==> src/rtl/digital_gain_ctrl_if.sv <==
// Sample/peak bus between the gain stage and digital_gain_ctrl.
// Optional manual override signals exist only with DIGITAL_GAIN_MANUAL_EN.
interface digital_gain_ctrl_if #(
  parameter int BITWIDTH = 7
);
  logic                en_sync_in;
  logic [BITWIDTH+1:0] cnt_sync_in;
  logic [31:0]         max_in;
  logic [15:0]         scaled_coeff;
  logic                coeff_update;
  logic [31:0]         frame_peak;
  logic                sat;
`ifdef DIGITAL_GAIN_MANUAL_EN
  logic                manual_mode;
  logic [15:0]         manual_coeff;

  modport master (
    output en_sync_in, cnt_sync_in, max_in, manual_mode, manual_coeff,
    input  scaled_coeff, coeff_update, frame_peak, sat
  );
  modport slave (
    input  en_sync_in, cnt_sync_in, max_in, manual_mode, manual_coeff,
    output scaled_coeff, coeff_update, frame_peak, sat
  );
`else
  modport master (
    output en_sync_in, cnt_sync_in, max_in,
    input  scaled_coeff, coeff_update, frame_peak, sat
  );
  modport slave (
    input  en_sync_in, cnt_sync_in, max_in,
    output scaled_coeff, coeff_update, frame_peak, sat
  );
`endif
endinterface

==> src/rtl/digital_gain_ctrl.sv <==
// Frame-based automatic gain control: per-frame peak -> shift with fast attack, held decay.
// Optional manual override enabled by the macro DIGITAL_GAIN_MANUAL_EN.
module digital_gain_ctrl #(
  parameter int BITWIDTH    = 7,
  parameter int HEADROOM    = 1,
  parameter int HOLD_FRAMES = 4,
  parameter int INIT_SHIFT  = 8
) (
  input logic                clk,
  input logic                rst,
  digital_gain_ctrl_if.slave bus
);
  localparam int CW = BITWIDTH + 2;
  localparam logic signed [7:0] KNEE = 8'(14 - HEADROOM);

  function automatic logic signed [7:0] lead_one(input logic [31:0] v);
    logic signed [7:0] p;
    p = -8'sd1;
    for (int i = 0; i < 32; i++) begin
      if (v[i]) p = 8'(i);
    end
    return p;
  endfunction

  logic [31:0]       peak_r;
  logic              seen_r;
  logic              v1_r;
  logic              v2_r;
  logic [4:0]        desired_r;
  logic [4:0]        shift_r;
  logic [7:0]        hold_cnt_r;
  logic [31:0]       frame_peak_r;
  logic              sat_r;
  logic              coeff_update_r;

  logic              is_start_s;
  logic              is_end_s;
  logic [31:0]       fp_s;
  logic signed [7:0] d_s;
  logic [4:0]        desired_s;

  // Frame markers, running maximum and clamped shift request
  always_comb begin
    is_start_s = bus.en_sync_in && (bus.cnt_sync_in == {CW{1'b0}});
    is_end_s   = bus.en_sync_in && (bus.cnt_sync_in == {CW{1'b1}});
    fp_s       = (peak_r > bus.max_in) ? peak_r : bus.max_in;
    d_s        = lead_one(frame_peak_r) - KNEE;
    if (d_s < 8'sd0) begin
      desired_s = 5'd0;
    end else if (d_s > 8'sd16) begin
      desired_s = 5'd16;
    end else begin
      desired_s = d_s[4:0];
    end
  end

  // Peak accumulation and frame-end capture
  always_ff @(posedge clk) begin
    if (rst) begin
      peak_r       <= 32'd0;
      seen_r       <= 1'b0;
      v1_r         <= 1'b0;
      frame_peak_r <= 32'd0;
    end else begin
      v1_r <= is_end_s && seen_r;
      if (is_start_s) begin
        peak_r <= bus.max_in;
        seen_r <= 1'b1;
      end else if (bus.en_sync_in) begin
        peak_r <= fp_s;
        if (is_end_s) seen_r <= 1'b0;
      end
      if (is_end_s && seen_r) frame_peak_r <= fp_s;
    end
  end

  // Shift request and saturation flag from the captured frame peak
  always_ff @(posedge clk) begin
    if (rst) begin
      v2_r      <= 1'b0;
      desired_r <= 5'd0;
      sat_r     <= 1'b0;
    end else begin
      v2_r <= v1_r;
      if (v1_r) begin
        desired_r <= desired_s;
        sat_r     <= (d_s > 8'sd16);
      end
    end
  end

  // Shift update: immediate attack, decay by one after HOLD_FRAMES quieter frames
  always_ff @(posedge clk) begin
    if (rst) begin
      shift_r        <= 5'(INIT_SHIFT);
      hold_cnt_r     <= 8'd0;
      coeff_update_r <= 1'b0;
    end else begin
      coeff_update_r <= v2_r;
`ifdef DIGITAL_GAIN_MANUAL_EN
      if (bus.manual_mode) begin
        shift_r    <= (bus.manual_coeff > 16'd16) ? 5'd16 : bus.manual_coeff[4:0];
        hold_cnt_r <= 8'd0;
      end else
`endif
      if (v2_r) begin
        if (desired_r > shift_r) begin
          shift_r    <= desired_r;
          hold_cnt_r <= 8'd0;
        end else if (desired_r < shift_r) begin
          if (hold_cnt_r + 8'd1 == 8'(HOLD_FRAMES)) begin
            shift_r    <= shift_r - 5'd1;
            hold_cnt_r <= 8'd0;
          end else begin
            hold_cnt_r <= hold_cnt_r + 8'd1;
          end
        end else begin
          hold_cnt_r <= 8'd0;
        end
      end
    end
  end

  assign bus.scaled_coeff = {11'd0, shift_r};
  assign bus.coeff_update = coeff_update_r;
  assign bus.frame_peak   = frame_peak_r;
  assign bus.sat          = sat_r;
endmodule

==> src/flat_wrapper.sv <==
// flat-port wrapper written by rule: the top's interface ports become plain ports
module digital_gain_ctrl_flat 
#(
  parameter int BITWIDTH    = 7,
  parameter int HEADROOM    = 1,
  parameter int HOLD_FRAMES = 4,
  parameter int INIT_SHIFT  = 8
)
  (clk, rst, bus_en_sync_in, bus_cnt_sync_in, bus_max_in, bus_scaled_coeff, bus_coeff_update, bus_frame_peak, bus_sat);
  digital_gain_ctrl_if #(.BITWIDTH(BITWIDTH)) bus_i ();
  input logic clk;
  input logic rst;
  input wire logic [$bits(bus_i.en_sync_in)-1:0] bus_en_sync_in;
  input wire logic [$bits(bus_i.cnt_sync_in)-1:0] bus_cnt_sync_in;
  input wire logic [$bits(bus_i.max_in)-1:0] bus_max_in;
  output wire logic [$bits(bus_i.scaled_coeff)-1:0] bus_scaled_coeff;
  output wire logic [$bits(bus_i.coeff_update)-1:0] bus_coeff_update;
  output wire logic [$bits(bus_i.frame_peak)-1:0] bus_frame_peak;
  output wire logic [$bits(bus_i.sat)-1:0] bus_sat;
  assign bus_i.en_sync_in = bus_en_sync_in;
  assign bus_i.cnt_sync_in = bus_cnt_sync_in;
  assign bus_i.max_in = bus_max_in;
  assign bus_scaled_coeff = bus_i.scaled_coeff;
  assign bus_coeff_update = bus_i.coeff_update;
  assign bus_frame_peak = bus_i.frame_peak;
  assign bus_sat = bus_i.sat;
  digital_gain_ctrl #(.BITWIDTH(BITWIDTH), .HEADROOM(HEADROOM), .HOLD_FRAMES(HOLD_FRAMES), .INIT_SHIFT(INIT_SHIFT)) u_core (.clk(clk), .rst(rst), .bus(bus_i));
endmodule
==> config.mk <==
export PLATFORM = sky130hd
export DESIGN_NAME = digital_gain_ctrl_flat
export DESIGN_NICKNAME = d
export VERILOG_FILES = /design/src/rtl/digital_gain_ctrl_if.sv /design/src/rtl/digital_gain_ctrl.sv /design/src/flat_wrapper.sv
export SDC_FILE = /design/constraint.sdc
export NUM_CORES = 1
export LEC_CHECK = 0
export CAP_MARGIN = 10
export CORE_MARGIN = 4
export CORE_UTILIZATION = 54
export CTS_CLUSTER_DIAMETER = 120
export DETAILED_ROUTE_END_ITERATION = 6
export GPL_ROUTABILITY_DRIVEN = 0
export PLACE_DENSITY = 0.81
export SETUP_SLACK_MARGIN = 0.02
export SKIP_LAST_GASP = 1
export SYNTH_ARGS = -nofsm -noshare
export SYNTH_HDL_FRONTEND = slang
export SYNTH_SLANG_ARGS = --single-unit
export TNS_END_PERCENT = 100
==> constraint.sdc <==
create_clock -name clk -period 3.4 [get_ports clk]
set_clock_uncertainty 0.15 [all_clocks]
set_input_delay 0.68 -clock clk [delete_from_list [all_inputs] [get_ports clk]]
set_output_delay 0.68 -clock clk [all_outputs]
set_load 0.01 [all_outputs]
### Yosys cells after proc, flatten, opt, wreduce, memory -nomap -nowiden

Cells that the tools add are included.

| storage, ports and cells | value |
|---|---|
| register bits | 87 |
| bits of input ports | 44 |
| output and inout bits | 50 |
| word-level logic and storage cells | 76 |

| cells by class | value |
|---|---|
| $add $sub $neg | 3 |
| $lt $le $gt $ge | 5 |
| equality and inequality tests | 2 |
| mux-type cells | 46 |
| reduce and logical (&&, ||, !) cells | 10 |

Operator list:

| operator | count |
|---|---|
| 2-to-1 mux 8 bit | 35 |
| 2-to-1 mux 32 bit | 3 |
| greater-than comparator 32 bit | 1 |
| 2-to-1 mux 5 bit | 5 |
| == test 9 bit, second input constant | 1 |
| zero test 9 bit | 1 |
| adder 8 x 1 -> 8 bit, second input constant | 1 |
| == test 8 x 3 -> 1 bit, second input constant | 1 |
| greater-than comparator 8 x 6 -> 1 bit, second input constant | 1 |
| < comparator 8 x 1 -> 1 bit, second input constant | 1 |
| nonzero test 2 bit | 4 |
| subtractor 8 x 5 -> 8 bit, second input constant | 1 |
| greater-than comparator 5 bit | 1 |
| < comparator 5 bit | 1 |
| subtractor 5 x 1 -> 5 bit, second input constant | 1 |
| logical AND 1 bit | 3 |
| 2-to-1 mux 1 bit | 3 |
| AND reduction 3 bit | 1 |
| AND reduction 2 bit | 1 |

### Depth between registers and ports, before layout

| depth | value |
|---|---|
| depth in word-level cells | 36 |
| gate-level depth with buffers | 11 |

### Worst setup path after synthesis

No wires, ideal clock.

| timing path | value |
|---|---|
| path type | input port to flip-flop |
| start | in bus_max_in[11] |
| end | reg u_core.peak_r[0] |
| library setup time | 0.128 ns |
| arrival | 2.509 ns |
| setup slack | 0.614 ns |
| stages | 11 |
| cells stage by stage | inv_1 -> ha_1 -> nand4_1 -> nor3_1 -> a2111oi_0 -> a31o_2 -> a41o_1 -> buf_4 -> buf_6 -> mux2i_1 -> nor2_1 |

| on the way | value |
|---|---|
| word-level cells in the longest chain between the ends | 4 |

Ends and longest elaborated chain:

| item | RTL line | RTL |
|---|---|---|
| start: declaration | flat_wrapper.sv:15 | `input wire logic [$bits(bus_i.max_in)-1:0] bus_max_in;` |
| greater-than comparator 32 bit | digital_gain_ctrl.sv:46 | `fp_s = (peak_r > bus.max_in) ? peak_r : bus.max_in;` |
| 2-to-1 mux 32 bit | digital_gain_ctrl.sv:46 |  |
| 2-to-1 mux 32 bit | digital_gain_ctrl.sv:69 | `end else if (bus.en_sync_in) begin` |
| 2-to-1 mux 32 bit | digital_gain_ctrl.sv:66 | `if (is_start_s) begin` |
| end signal: assignment | digital_gain_ctrl.sv:67 | `peak_r <= bus.max_in;` |
| end signal: assignment | digital_gain_ctrl.sv:70 | `peak_r <= fp_s;` |
| end: declaration | digital_gain_ctrl.sv:25 | `logic [31:0] peak_r;` |

No other way between the ends. The select of a mux whose other input is x is not followed.
A chain may end at the register's enable or synchronous reset.

### Final worst setup path

| timing path | value |
|---|---|
| start | in bus_max_in[11] |
| end | reg u_core.peak_r[30] |

The elaborated chain is that of the path after synthesis.

==> qor.txt <==
Sequential-to-total area share from yosys stat -> 32.8%
Synthesized flop and latch total -> 87
Final period util -> 94.5%
Reg2reg start -> u_core.shift_r[1]$_SDFFE_PP0P_
CTS H-tree depth -> 3
Setup CP Type -> in2reg
First-pass GRT wire length -> 22.2 mm
Largest net degree at the start of global routing -> 45
Critical Path Fanout Max -> 24
Routed wire length -> 13.4 mm
Layout cells sized above 1 -> 7.33%
Design Power -> 2230 uW
Worst setup margin -> 0.185 ns
Synth Flop Type -> dfxtp_1
Final Critical Period -> 3.21 ns
Crit-path max cell delay -> 0.48 ns
WHS Path Cells -> 2
Sw Share -> 26.5%
Sink of the worst hold path -> u_core.hold_cnt_r[4]$_SDFFE_PP0P_
Share of the core filled with cells in the final layout -> 69.3%
Via/cell ratio -> 5.71
Critical Path AT -> 3.30 ns
CP dominant cell by count -> buf_4
CP cell instances -> clkdlybuf4s50_1 > inv_1 > ha_1 > nand4_1 > buf_4 > nor3_2 > buf_4 > nand3_1 > o31ai_1 > a41o_2 > buf_12 > mux2i_2 > nor2_1
Core footprint -> 9420 sq um
CP max stage cell -> clkdlybuf4s50_1
Data required, critical path -> 3.49 ns
Most common cell after layout, fill and taps aside -> nor2_1
WP buf/inv -> 5
Hold Crit Class -> reg2reg
Chip height -> 107 microns
Comb power frac -> 15.2%
DP Wirelength -> 10.2 mm
R2r setup slk -> 0.56 ns
Die Footprint -> 11,500 sq um
Overall Global Routing Usage -> 23.6%
Status -> completed
Worst Hold Launch -> u_core.hold_cnt_r[4]$_SDFFE_PP0P_
Post-DRT Antenna Nets -> 0
Initial Utilization -> 56.3%
Pwr Density -> 342 nW/um^2
Horiz. Die Dim -> 107 microns
Final Setup Violations -> 0
Slew headroom -> 55.5%
Clock root buffer master -> clkbuf_8
Leak pwr -> 0.00262 uW
CTS sink count -> 87
Net Switching -> 591 uW
GRT Residual Overflow -> 0
R2r endpoint -> u_core.shift_r[3]$_SDFFE_PP1P_
Post-CTS Repair Setup Buffers -> 0
VDD IR max -> 0.000234 V
Number of global-route vias before repair -> 4,852
Placement row count -> 35
Worst Reg-to-Reg Cells -> 9
CTS max path bufs -> 2
Wire per inst -> 16.0 microns
Actual slew at the worst max-slew pin -> 0.668 ns
Cts bufs inserted -> 9
Synth Instances -> 616
Initial antenna violation count -> 0
Clk pin slew, worst setup/hold paths -> 0.09 ns
P&R area growth vs syn -> 23.1%
Setup WS pre-CTS -> -0.176 ns
Post-synth EDFFs -> 0
Crit path max-delay family -> buffers and inverters
Synth async-reset ratio -> 0%
Most frequent cells in the layout -> 98 x nor2_1, 87 x dfxtp_1, 81 x clkdlybuf4s50_1, 64 x mux2i_1, 50 x inv_1
Mean Syn Cell Area -> 8.61 sq um
IO Pins -> 94
Warnings, synthesis -> 0
Final Hold Viols -> 0
RSZ-0062 raised after global routing -> false
Clk pwr share -> 36.9%
Worst-skew pair later-pin latency -> 0.36 ns
Fin nets -> 790
Synth cell types -> 63
Drt drc -> 0
TritonCTS clock tree -> done
1st-iter DRT viols -> 196
Via count -> 4,789
Reg power frac -> 47.9%
MaxCap Viol Count -> 0
CP Launch Type -> input port
Antenna cells -> 0
Buffers on Ports -> 82
Slew Limit Fails -> 0
TritonRoute pass-1 iters -> 4
Achievable Freq -> 0.311 GHz
Power Internal -> 1640 uW
CP Capture Type -> flop
Synthesized cell area -> 5300 sq um
## cells by family (layout without fill, tap and decap cells)
kind of cell               Yosys count  count (layout)  synth area share (%)
and+or+nand+nor                    204             204                  18.8
adders and majority gates           42              42                  9.91
DFF                                 87              87                  32.8
xor gates and xnor gates             3               3                 0.496
buffers and inverters               87             170                  8.07
AOI/OAI and AO/OA                  127             127                  17.5
other                                1              11                0.0707
muxes                               65              65                  12.3
## timing repair
| action | 4_1_cts | 5_1_grt |
|---|---|---|
| hold buffers | 0 | 0 |
| setup endpoints to repair | 0 | 1 |
| gates resized for setup | 0 | 1 |
## synth_stat cells, types with 4 or more instances
cell type	n	area, sq um
nor2_1	98	368
dfxtp_1	87	1740
mux2i_1	65	651
inv_1	50	188
ha_1	42	526
a211oi_1	34	255
a21oi_1	22	110
clkbuf_1	18	67.6
o21ai_0	18	90.1
nand2_1	17	63.8
nand4_1	15	93.8
nand3_1	14	70.1
nor3_1	13	65.1
buf_4	12	90.1
nand2b_1	9	56.3
nor4_1	8	50.1
nor2b_1	6	37.5
a31o_1	5	43.8
a211o_1	4	35.0
a21o_1	4	30.0
a31oi_1	4	25.0
and3_1	4	25.0
## per-stage QoR
step	instances	hold slack, ns	setup TNS [ns]	cell area, sq um
final	838	0.355	0	6530
after global routing	838	0.371	0	6530
after CTS	838	0.352	0	6520
after detailed placement	822	0.339	-7.27	6290
after global placement	822	0.306	-3.02	6290
after floorplan	626	0.295	0	5340
## power by group through the flow
stage / Clock [uW] / Combinational [uW] / Sequential (uW)
5_1_grt: 876 / 375 / 1070
2_1_floorplan: 0 / 230 / 1080
3_3_place_gp: 0 / 322 / 1090
6_report: 824 / 339 / 1070
4_1_cts: 837 / 339 / 1070
3_5_place_dp: 0 / 335 / 1090
## metal layers
layer	GRT usage, %	up-vias	wire length, microns
li1	-	2378	-
met1	28.0	2279	5660
met2	42.8	117	6830
met3	4.70	15	703
met4	7.03	0	199
met5	0	-	0
## worst max-delay path by stage
stage,start,cells past startpoint,end,slack (ns)
final,bus_max_in[11],13,u_core.peak_r[30]$_SDFFE_PP0P_,0.19
after global routing,bus_max_in[11],13,u_core.peak_r[30]$_SDFFE_PP0P_,0.009
after CTS,bus_max_in[11],13,u_core.peak_r[30]$_SDFFE_PP0P_,0.17
after detailed placement,bus_max_in[11],12,u_core.bus.frame_peak[18]$_SDFFE_PP0P_,-0.18
after global placement,bus_max_in[15],12,u_core.bus.frame_peak[18]$_SDFFE_PP0P_,-0.09
after floorplan,bus_max_in[11],11,u_core.peak_r[0]$_SDFFE_PP0P_,0.61
## area by class of cell
cell class              count  area, sq um
inverters                  50          188
flip-flops and latches     87         1740
repair buffers            104         1030
clock buffers               9          124
multi-input cells         452         3180
well taps                 129          161
clock inverters             7          105
fillers                   740         2890
## worst register-to-register path, stage by stage (launching register included)
cell and delay (ns):
dfxtp_1 0.42, inv_1 0.10, ha_1 0.31, nor2b_1 0.14, o21a_1 0.18, o21ba_2 0.23, a2111oi_4 0.61, nand3_1 0.21
o311ai_1 0.28, a31o_1 0.17
## registers in the layout (all words and copies together) (netlist names)
register and flops:
u_core.bus.frame_peak 32, u_core.peak_r 32, u_core.hold_cnt_r 8, u_core.desired_r 5
u_core.shift_r 5, u_core.bus.coeff_update 1, u_core.bus.sat 1, u_core.seen_r 1
u_core.v1_r 1, u_core.v2_r 1
No activity file was read; power rests on OpenSTA's default activity.
